## src/rtl/text_write_ctrl_if.sv

```systemverilog
// rtl/text_write_ctrl_if.sv - byte-in / RAM-write-out bundle for the text write controller
//
// Purpose : groups the UART byte handshake, the character RAM write port and
//           the cursor/status outputs of text_write_ctrl.
// Signals : data_in[7:0], data_ready      - received byte and its one-cycle strobe
//           wr_en, wr_addr, wr_data[7:0]  - character RAM write port
//           cursor_col, cursor_row        - logical cursor position
//           top_row                       - physical RAM row shown at screen top
//           busy, overflow                - status
// Modports: master - byte source / RAM+status sink (testbench, UART side)
//           slave  - the controller itself
interface text_write_ctrl_if #(
    parameter int COL_W  = 7,
    parameter int ROW_W  = 5,
    parameter int ADDR_W = 12
);
    logic [7:0]        data_in;
    logic              data_ready;
    logic              wr_en;
    logic [ADDR_W-1:0] wr_addr;
    logic [7:0]        wr_data;
    logic [COL_W-1:0]  cursor_col;
    logic [ROW_W-1:0]  cursor_row;
    logic [ROW_W-1:0]  top_row;
    logic              busy;
    logic              overflow;

    modport master (
        output data_in, data_ready,
        input  wr_en, wr_addr, wr_data, cursor_col, cursor_row, top_row, busy, overflow
    );

    modport slave (
        input  data_in, data_ready,
        output wr_en, wr_addr, wr_data, cursor_col, cursor_row, top_row, busy, overflow
    );
endinterface

```

## src/rtl/text_write_ctrl.sv

```systemverilog
// rtl/text_write_ctrl.sv - cursor-tracking write controller for the VGA character buffer
//
// Purpose : takes decoded UART bytes, interprets printable characters and
//           CR/LF/BS/FF, and sequences cell writes, line clears, full-screen
//           clears and scrolling into the character RAM.
// Ports   : clk   - system clock
//           reset - synchronous, active-low reset
//           bus   - text_write_ctrl_if.slave (byte input, RAM write port,
//                   cursor_col/cursor_row/top_row, busy, overflow)
// Config  : TEXT_SCROLL_EN - when defined, a line advance on the last row
//           scrolls by moving top_row; otherwise the cursor wraps to row 0.
module text_write_ctrl #(
    parameter int COLS   = 80,
    parameter int ROWS   = 30,
    parameter int COL_W  = 7,
    parameter int ROW_W  = 5,
    parameter int ADDR_W = 12
) (
    input  logic             clk,
    input  logic             reset,
    text_write_ctrl_if.slave bus
);
    localparam logic [COL_W-1:0]  LAST_COL    = COL_W'(COLS - 1);
    localparam logic [ROW_W-1:0]  LAST_ROW    = ROW_W'(ROWS - 1);
    localparam logic [ROW_W:0]    ROWS_X      = (ROW_W + 1)'(ROWS);
    localparam logic [ADDR_W-1:0] COLS_A      = ADDR_W'(COLS);
    localparam logic [ADDR_W-1:0] LINE_LAST   = ADDR_W'(COLS - 1);
    localparam logic [ADDR_W-1:0] SCREEN_LAST = ADDR_W'(ROWS * COLS - 1);
    localparam logic [7:0]        SPACE       = 8'h20;

    typedef enum logic [1:0] {IDLE, WRITE, CLEAR_LINE, CLEAR_ALL} state_t;

    state_t            state;
    logic [7:0]        pend;
    logic              pend_valid;
    logic [COL_W-1:0]  col;
    logic [ROW_W-1:0]  row;
    logic [ROW_W-1:0]  top;
    logic [ADDR_W-1:0] cnt;
    logic              clr_after;   // a printable wrap on the last row owes a line clear
    logic [ADDR_W-1:0] clr_base;

    logic [ROW_W:0]    row_sum;
    logic [ROW_W-1:0]  phys_row;
    logic [ADDR_W-1:0] row_base;
    logic [ADDR_W-1:0] cur_addr;
    logic [ADDR_W-1:0] bs_addr;
    logic [COL_W-1:0]  col_dec;
    logic [ROW_W-1:0]  la_row;
    logic [ROW_W-1:0]  la_top;
    logic              la_clear;
    logic [ADDR_W-1:0] la_base;
    logic              consume;
    logic              printable;

    assign bus.cursor_col = col;
    assign bus.cursor_row = row;
    assign bus.top_row    = top;
    assign bus.busy       = (state != IDLE) || pend_valid;

    always_comb begin
        // Both operands are below ROWS, so one conditional subtract is a full modulo.
        row_sum   = {1'b0, top} + {1'b0, row};
        phys_row  = (row_sum >= ROWS_X) ? ROW_W'(row_sum - ROWS_X) : row_sum[ROW_W-1:0];
        row_base  = ADDR_W'(phys_row) * COLS_A;
        cur_addr  = row_base + ADDR_W'(col);
        col_dec   = col - 1'b1;
        bs_addr   = row_base + ADDR_W'(col_dec);
        consume   = (state == IDLE) && pend_valid;
        printable = (pend >= 8'h20) && (pend <= 8'h7E);

        // Outcome of a line advance from the current cursor position.
        la_row   = row;
        la_top   = top;
        la_clear = 1'b0;
        la_base  = '0;
        if (row < LAST_ROW) begin
            la_row = row + 1'b1;
        end else begin
            la_clear = 1'b1;
`ifdef TEXT_SCROLL_EN
            // The old top row becomes the new bottom row after the scroll.
            la_top  = (top == LAST_ROW) ? '0 : top + 1'b1;
            la_base = ADDR_W'(top) * COLS_A;
`else
            la_row  = '0;
            la_top  = '0;
            la_base = '0;
`endif
        end
    end

    always_ff @(posedge clk) begin
        if (!reset) begin
            state        <= IDLE;
            pend         <= '0;
            pend_valid   <= 1'b0;
            col          <= '0;
            row          <= '0;
            top          <= '0;
            cnt          <= '0;
            clr_after    <= 1'b0;
            clr_base     <= '0;
            bus.wr_en    <= 1'b0;
            bus.wr_addr  <= '0;
            bus.wr_data  <= '0;
            bus.overflow <= 1'b0;
        end else begin
            // One-deep holding register; a slot freed this cycle may be refilled.
            bus.overflow <= 1'b0;
            if (bus.data_ready) begin
                if (!pend_valid || consume) begin
                    pend       <= bus.data_in;
                    pend_valid <= 1'b1;
                end else begin
                    bus.overflow <= 1'b1;
                end
            end else if (consume) begin
                pend_valid <= 1'b0;
            end

            case (state)
                IDLE: begin
                    if (pend_valid) begin
                        if (printable) begin
                            state       <= WRITE;
                            bus.wr_en   <= 1'b1;
                            bus.wr_addr <= cur_addr;
                            bus.wr_data <= pend;
                            if (col == LAST_COL) begin
                                col       <= '0;
                                row       <= la_row;
                                top       <= la_top;
                                clr_after <= la_clear;
                                clr_base  <= la_base;
                            end else begin
                                col       <= col + 1'b1;
                                clr_after <= 1'b0;
                            end
                        end else begin
                            case (pend)
                                8'h0D: col <= '0;
                                8'h0A: begin
                                    row <= la_row;
                                    top <= la_top;
                                    if (la_clear) begin
                                        state       <= CLEAR_LINE;
                                        bus.wr_en   <= 1'b1;
                                        bus.wr_addr <= la_base;
                                        bus.wr_data <= SPACE;
                                        cnt         <= '0;
                                    end
                                end
                                8'h08: begin
                                    if (col != '0) begin
                                        state       <= WRITE;
                                        col         <= col_dec;
                                        clr_after   <= 1'b0;
                                        bus.wr_en   <= 1'b1;
                                        bus.wr_addr <= bs_addr;
                                        bus.wr_data <= SPACE;
                                    end
                                end
                                8'h0C: begin
                                    state       <= CLEAR_ALL;
                                    bus.wr_en   <= 1'b1;
                                    bus.wr_addr <= '0;
                                    bus.wr_data <= SPACE;
                                    cnt         <= '0;
                                end
                                default: ;
                            endcase
                        end
                    end
                end

                WRITE: begin
                    if (clr_after) begin
                        // Chain straight into the line clear without a gap cycle.
                        state       <= CLEAR_LINE;
                        clr_after   <= 1'b0;
                        bus.wr_addr <= clr_base;
                        bus.wr_data <= SPACE;
                        cnt         <= '0;
                    end else begin
                        state     <= IDLE;
                        bus.wr_en <= 1'b0;
                    end
                end

                CLEAR_LINE: begin
                    if (cnt == LINE_LAST) begin
                        state     <= IDLE;
                        bus.wr_en <= 1'b0;
                    end else begin
                        cnt         <= cnt + 1'b1;
                        bus.wr_addr <= bus.wr_addr + 1'b1;
                    end
                end

                CLEAR_ALL: begin
                    if (cnt == SCREEN_LAST) begin
                        state     <= IDLE;
                        bus.wr_en <= 1'b0;
                        col       <= '0;
                        row       <= '0;
                        top       <= '0;
                    end else begin
                        cnt         <= cnt + 1'b1;
                        bus.wr_addr <= bus.wr_addr + 1'b1;
                    end
                end

                default: begin
                    state     <= IDLE;
                    bus.wr_en <= 1'b0;
                end
            endcase
        end
    end
endmodule

```

## src/flat_wrapper.sv

```systemverilog
// flat-port wrapper written by rule: the top's interface ports become plain ports
module text_write_ctrl_flat 
#(
    parameter int COLS   = 80,
    parameter int ROWS   = 30,
    parameter int COL_W  = 7,
    parameter int ROW_W  = 5,
    parameter int ADDR_W = 12
)
  (clk, reset, bus_data_in, bus_data_ready, bus_wr_en, bus_wr_addr, bus_wr_data, bus_cursor_col, bus_cursor_row, bus_top_row, bus_busy, bus_overflow);
  text_write_ctrl_if #(.COL_W(COL_W), .ROW_W(ROW_W), .ADDR_W(ADDR_W)) bus_i ();
  input  logic clk;
  input  logic reset;
  input wire logic [$bits(bus_i.data_in)-1:0] bus_data_in;
  input wire logic [$bits(bus_i.data_ready)-1:0] bus_data_ready;
  output wire logic [$bits(bus_i.wr_en)-1:0] bus_wr_en;
  output wire logic [$bits(bus_i.wr_addr)-1:0] bus_wr_addr;
  output wire logic [$bits(bus_i.wr_data)-1:0] bus_wr_data;
  output wire logic [$bits(bus_i.cursor_col)-1:0] bus_cursor_col;
  output wire logic [$bits(bus_i.cursor_row)-1:0] bus_cursor_row;
  output wire logic [$bits(bus_i.top_row)-1:0] bus_top_row;
  output wire logic [$bits(bus_i.busy)-1:0] bus_busy;
  output wire logic [$bits(bus_i.overflow)-1:0] bus_overflow;
  assign bus_i.data_in = bus_data_in;
  assign bus_i.data_ready = bus_data_ready;
  assign bus_wr_en = bus_i.wr_en;
  assign bus_wr_addr = bus_i.wr_addr;
  assign bus_wr_data = bus_i.wr_data;
  assign bus_cursor_col = bus_i.cursor_col;
  assign bus_cursor_row = bus_i.cursor_row;
  assign bus_top_row = bus_i.top_row;
  assign bus_busy = bus_i.busy;
  assign bus_overflow = bus_i.overflow;
  text_write_ctrl #(.COLS(COLS), .ROWS(ROWS), .COL_W(COL_W), .ROW_W(ROW_W), .ADDR_W(ADDR_W)) u_core (.clk(clk), .reset(reset), .bus(bus_i));
endmodule
```

## config.mk

```make
export PLATFORM = sky130hd
export DESIGN_NAME = text_write_ctrl_flat
export DESIGN_NICKNAME = d
export VERILOG_FILES = /design/src/rtl/text_write_ctrl_if.sv /design/src/rtl/text_write_ctrl.sv /design/src/flat_wrapper.sv
export SDC_FILE = /design/constraint.sdc
export NUM_CORES = 1
export LEC_CHECK = 0
export ABC_AREA = 1
export BUFFER_PORTS_ARGS = -buffer_cell sky130_fd_sc_hd__buf_4
export CORE_UTILIZATION = 60
export DETAILED_ROUTE_END_ITERATION = 8
export PLACE_DENSITY = 0.82
export SYNTH_ARGS = -nofsm -noshare
export SYNTH_HDL_FRONTEND = slang
export SYNTH_SLANG_ARGS = --single-unit
```

## constraint.sdc

```tcl
create_clock -name clk -period 4.37 [get_ports clk]
set_input_delay 0 -clock clk [delete_from_list [all_inputs] [get_ports clk]]
set_output_delay 0 -clock clk [all_outputs]
set_load 0.01 [all_outputs]
```

==> results summary <==
Counting distinct cell types in the post-synthesis netlist gives 51. Using the TritonRoute via totals, the vias-per-cell ratio works out to about 5.7. TritonCTS created 9 clock buffers. Cell internal power was estimated by the tool at 0.000974 W. The fraction of registers with async set/reset came out at 0%. The clock-pin transition on the worst setup and hold timing paths is about 0.070 ns.

Of the available clock period, the critical path in the final layout requires 74.6%. The mean cell area of the mapped netlist came out at ~6.7 um2. The number of design rule violations left after detail routing came out at 0. The later-pin clock latency in the skew report came out at approximately 0.35 ns. The count of yosys warnings during synthesis came out at 0. For this run, the detailed router's first-pass iteration total came to 5. Wires add up to between 10000 and 15000 um. The flip-flop cell with the highest count after synthesis is sky130_fd_sc_hd__dfxtp_1. Walking the worst path, the cells encountered are inv_1, ha_1, inv_1, nand2_1, nand2_1, nand2_1, o21a_1, inv_1, nor2_1, nor2_1, ha_1, fa_1, nand2_1, inv_1, nand2_1, nor2_1, nand3_1, nand2_1, nand3_1, nand2_1, nand2_1, a21oi_2. The remaining antenna violation count is 0. The pin slew with the least headroom to its limit came out at ~0.74 ns. The critical path is of the reg -> reg type. The post-cts resize count is 0. The count of flip-flops with a built-in enable after synthesis is 0. The number of antenna violations at the first check in global routing is 0.

The area of the placeable core came out at approximately 6800 um2. Relative to the synthesized area, the layout overhead comes to 15.0%. The post-synthesis cell count came out at approximately 630. The critical-path maximum fanout came out at 9. The largest net degree at the start of global routing came out at 29.

The sequential-to-total area share from yosys stat came out at between 20% and 30%. In this design, the largest share of critical-path delay is due to simple AND/OR/NAND/NOR gates. The count of inserted antenna diode cells is 0. The initial standard-cell utilization of the core is 62.0%. The worst hold path class is in -> reg. The number of violations reported at the end of detailed-routing iteration 0 came out at approximately 250. The final layout contains roughly 700 nets. In this run the deepest clock path goes through 2 buffers.

The combined buffer and inverter count along the critical path is 4. The total global routing overflow came out at 0. The die covers around 7300 um2. The post-layout minimum cycle time is between 3 and 4 ns. The leakage power figure came out at between 2 and 2.5 nW. The clock tree synthesis step divided the H-tree into 3 levels. The most numerous cell on the critical path is sky130_fd_sc_hd__nand2_1. The TritonCTS sink count is 58.

The number of primary I/O pins is a little over 50. The worst-case IR drop observed on VDD is 0.216 mV. The number of maximum-capacitance violations is 0.

In this run the tool buffered the top-level ports with 45 buffer cells. The post-placement setup slack is 1.17 ns. The net switching power figure came out at approximately 0.00043 W.

The post-synthesis sequential element count is a little under 60. In this run the core area contains 30 standard-cell rows. The final-report max-slew violation count came out at 0. The logic gate share of total power is 20.5%. The final count of hold timing violations came out at 0.

Leaving out fill and tap cells, the most frequent cell in the layout is sky130_fd_sc_hd__nand2_1. After layout, the worst setup slack is 1.11 ns. Headroom to the max-slew limit came out at around half.

The top cell types in the final layout, fill and taps aside, are sky130_fd_sc_hd__nand2_1 (108), sky130_fd_sc_hd__nor2_1 (87), sky130_fd_sc_hd__inv_1 (77), sky130_fd_sc_hd__dfxtp_1 (58), sky130_fd_sc_hd__a21oi_1 (53). The run finished with clean final reports. The wire length of the first global-routing pass is between 15000 and 20000 um. The global-route usage over all layers came out at 30.7%. The required arrival time at the worst endpoint is 4.66 ns. STA classifies the critical path startpoint as a flop.

For this design the ratio of total power to cell area is around 290 nW/um2. The setup TNS after final layout came out at 0 ns. The clock network power share came out at 38.1%. The relative contribution of sequential cells to total power is between 40% and 50%. The switching power share of the total came out at a little under a third.

The number of global-route vias before repair is around 4.0k. The data arrival time of the worst path is 3.54 ns. Setup repair after global routing left no endpoint under its margin. The summed instance area of the synthesized netlist came out at between 4000 and 5000 um2. The worst clock skew came out at 0.0117 ns. The fraction of layout instances using a drive strength above 1 is between 10% and 20%. The slowest stage of the critical path is the sky130_fd_sc_hd__fa_1 cell. The post-placement cell count is between 700 and 800. The non-filler instance count after layout is between 700 and 800.

The longest individual stage delay on the worst path is 0.58 ns. The height of the chip is between 80 and 90 um. TritonCTS built the clock tree. The kind of end point of the critical path is a flop.

The routed wirelength normalized by instance count is approximately 14 um. Clock tree synthesis selected as its root buffer the cell sky130_fd_sc_hd__clkbuf_8. The maximum clock frequency came out at ~300 MHz. The HPWL after detailed placement came out at around 7800 um.

The global placer's final weighted congestion is between 0.9 and 1. The total of endpoints with negative setup slack in the final report is 0. Measured along the x axis, the die boundary spans 85.6 um. The total via count after detailed routing is 4337.
-- cells in the mapped netlist (4+ instances only) --
library cell | n | area, um2
sky130_fd_sc_hd__a211oi_1 | 5 | 37.5
sky130_fd_sc_hd__a21oi_1 | 53 | 265
sky130_fd_sc_hd__a21oi_2 | 4 | 35.0
sky130_fd_sc_hd__buf_4 | 5 | 37.5
sky130_fd_sc_hd__clkbuf_1 | 9 | 33.8
sky130_fd_sc_hd__dfxtp_1 | 58 | 1160
sky130_fd_sc_hd__ha_1 | 20 | 250
sky130_fd_sc_hd__inv_1 | 77 | 289
sky130_fd_sc_hd__inv_2 | 8 | 30.0
sky130_fd_sc_hd__nand2_1 | 108 | 405
sky130_fd_sc_hd__nand2_2 | 4 | 25.0
sky130_fd_sc_hd__nand3_1 | 45 | 225
sky130_fd_sc_hd__nand4_1 | 9 | 56.3
sky130_fd_sc_hd__nor2_1 | 87 | 327
sky130_fd_sc_hd__nor3_1 | 14 | 70.1
sky130_fd_sc_hd__o21a_1 | 6 | 45.0
sky130_fd_sc_hd__o21ai_0 | 44 | 220
sky130_fd_sc_hd__o21ai_2 | 4 | 35.0
sky130_fd_sc_hd__xnor2_1 | 4 | 35.0
sky130_fd_sc_hd__xor2_1 | 10 | 87.6
-- worst register-to-register path, delay by kind of cell (launching register included) --
kind            cells  cell delay [ns]
simple gates       13             1.20
fa+ha+maj           3             0.96
flops               1             0.42
compound gates      2             0.34
buf+inv             4             0.29
-- flip-flops by register name, summed over array words and instances, names as in the netlist --
name	count
u_core.bus.wr_addr	12
u_core.bus.wr_en	1
u_core.state	2
u_core.pend_valid	1
u_core.bus.overflow	1
u_core.clr_after	1
u_core.bus.cursor_row	5
u_core.pend	8
u_core.bus.cursor_col	7
u_core.cnt	12
u_core.bus.wr_data	8
-- area by class of cell --
cell class,instances,area [um2]
sequential,58,1160
timing repair buffer,55,435
inverter,88,332
clock buffer,13,169
tap,80,100
fill,556,1940
multi-input combinational,466,2580
clock inverter,3,46.3
-- worst paths after layout --
check	from	endpoint	slack [ns]	cells past startpoint
min reg2reg	u_core.bus.wr_data[7]	u_core.bus.wr_data[7]	0.44	2
max	u_core.bus.cursor_row[0]	u_core.bus.wr_addr[11]	1.11	22
min	reset	u_core.bus.wr_addr[6]	0.06	3
max reg2reg	u_core.bus.cursor_row[0]	u_core.bus.wr_addr[11]	1.11	22
-- power by group through the flow --
stage | clock [W] | combinational (W) | sequential (W)
floorplan | 0 | 0.000201 | 0.000592
global placement | 0 | 0.000271 | 0.000590
detailed placement | 0 | 0.000276 | 0.000591
finish | 0.000535 | 0.000289 | 0.000581
CTS | 0.000540 | 0.000285 | 0.000580
global route | 0.000565 | 0.000322 | 0.000584
-- through the flow --
stage	hold slack, ns	power (W)	cell area (um2)	util [%]
finish	0.0552	0.00140	4820	71.4
global route	0.0640	0.00147	4820	71.4
CTS	0.0324	0.00140	4820	71.4
detailed placement	0.230	0.000867	4520	66.8
global placement	0.228	0.000861	4520	66.8
floorplan	0.135	0.000793	4210	-
-- what timing repair did --
action | in CTS | in global routing
hold buffers | 9 | 0
buffers inserted | 0 | 0
endpoints found under the hold margin | 10 | 0
-- kinds of logic (layout without fill, tap and decap cells) --
family	count (synthesis)	after routing	share of synthesized area (%)
DFF	58	58	27.7
AOI/OAI and AO/OA	131	131	18.2
xor gates and xnor gates	14	14	2.93
and+or+nand+nor	293	293	32.5
buffers and inverters	109	159	11.1
adders and majority gates	23	23	7.41
other	1	5	0.0895
-- metal layers --
| metal | up-vias | GRT usage (%) | part of all wire [%] |
|---|---|---|---|
| met5 | - | 0 | 0 |
| met4 | 0 | 12.3 | 2.7 |
| met3 | 32 | 5.49 | 4.9 |
| met2 | 144 | 54.7 | 49 |
| met1 | 2004 | 36.7 | 44 |
| li1 | 2157 | - | - |
(Power assumes the default switching activity.)
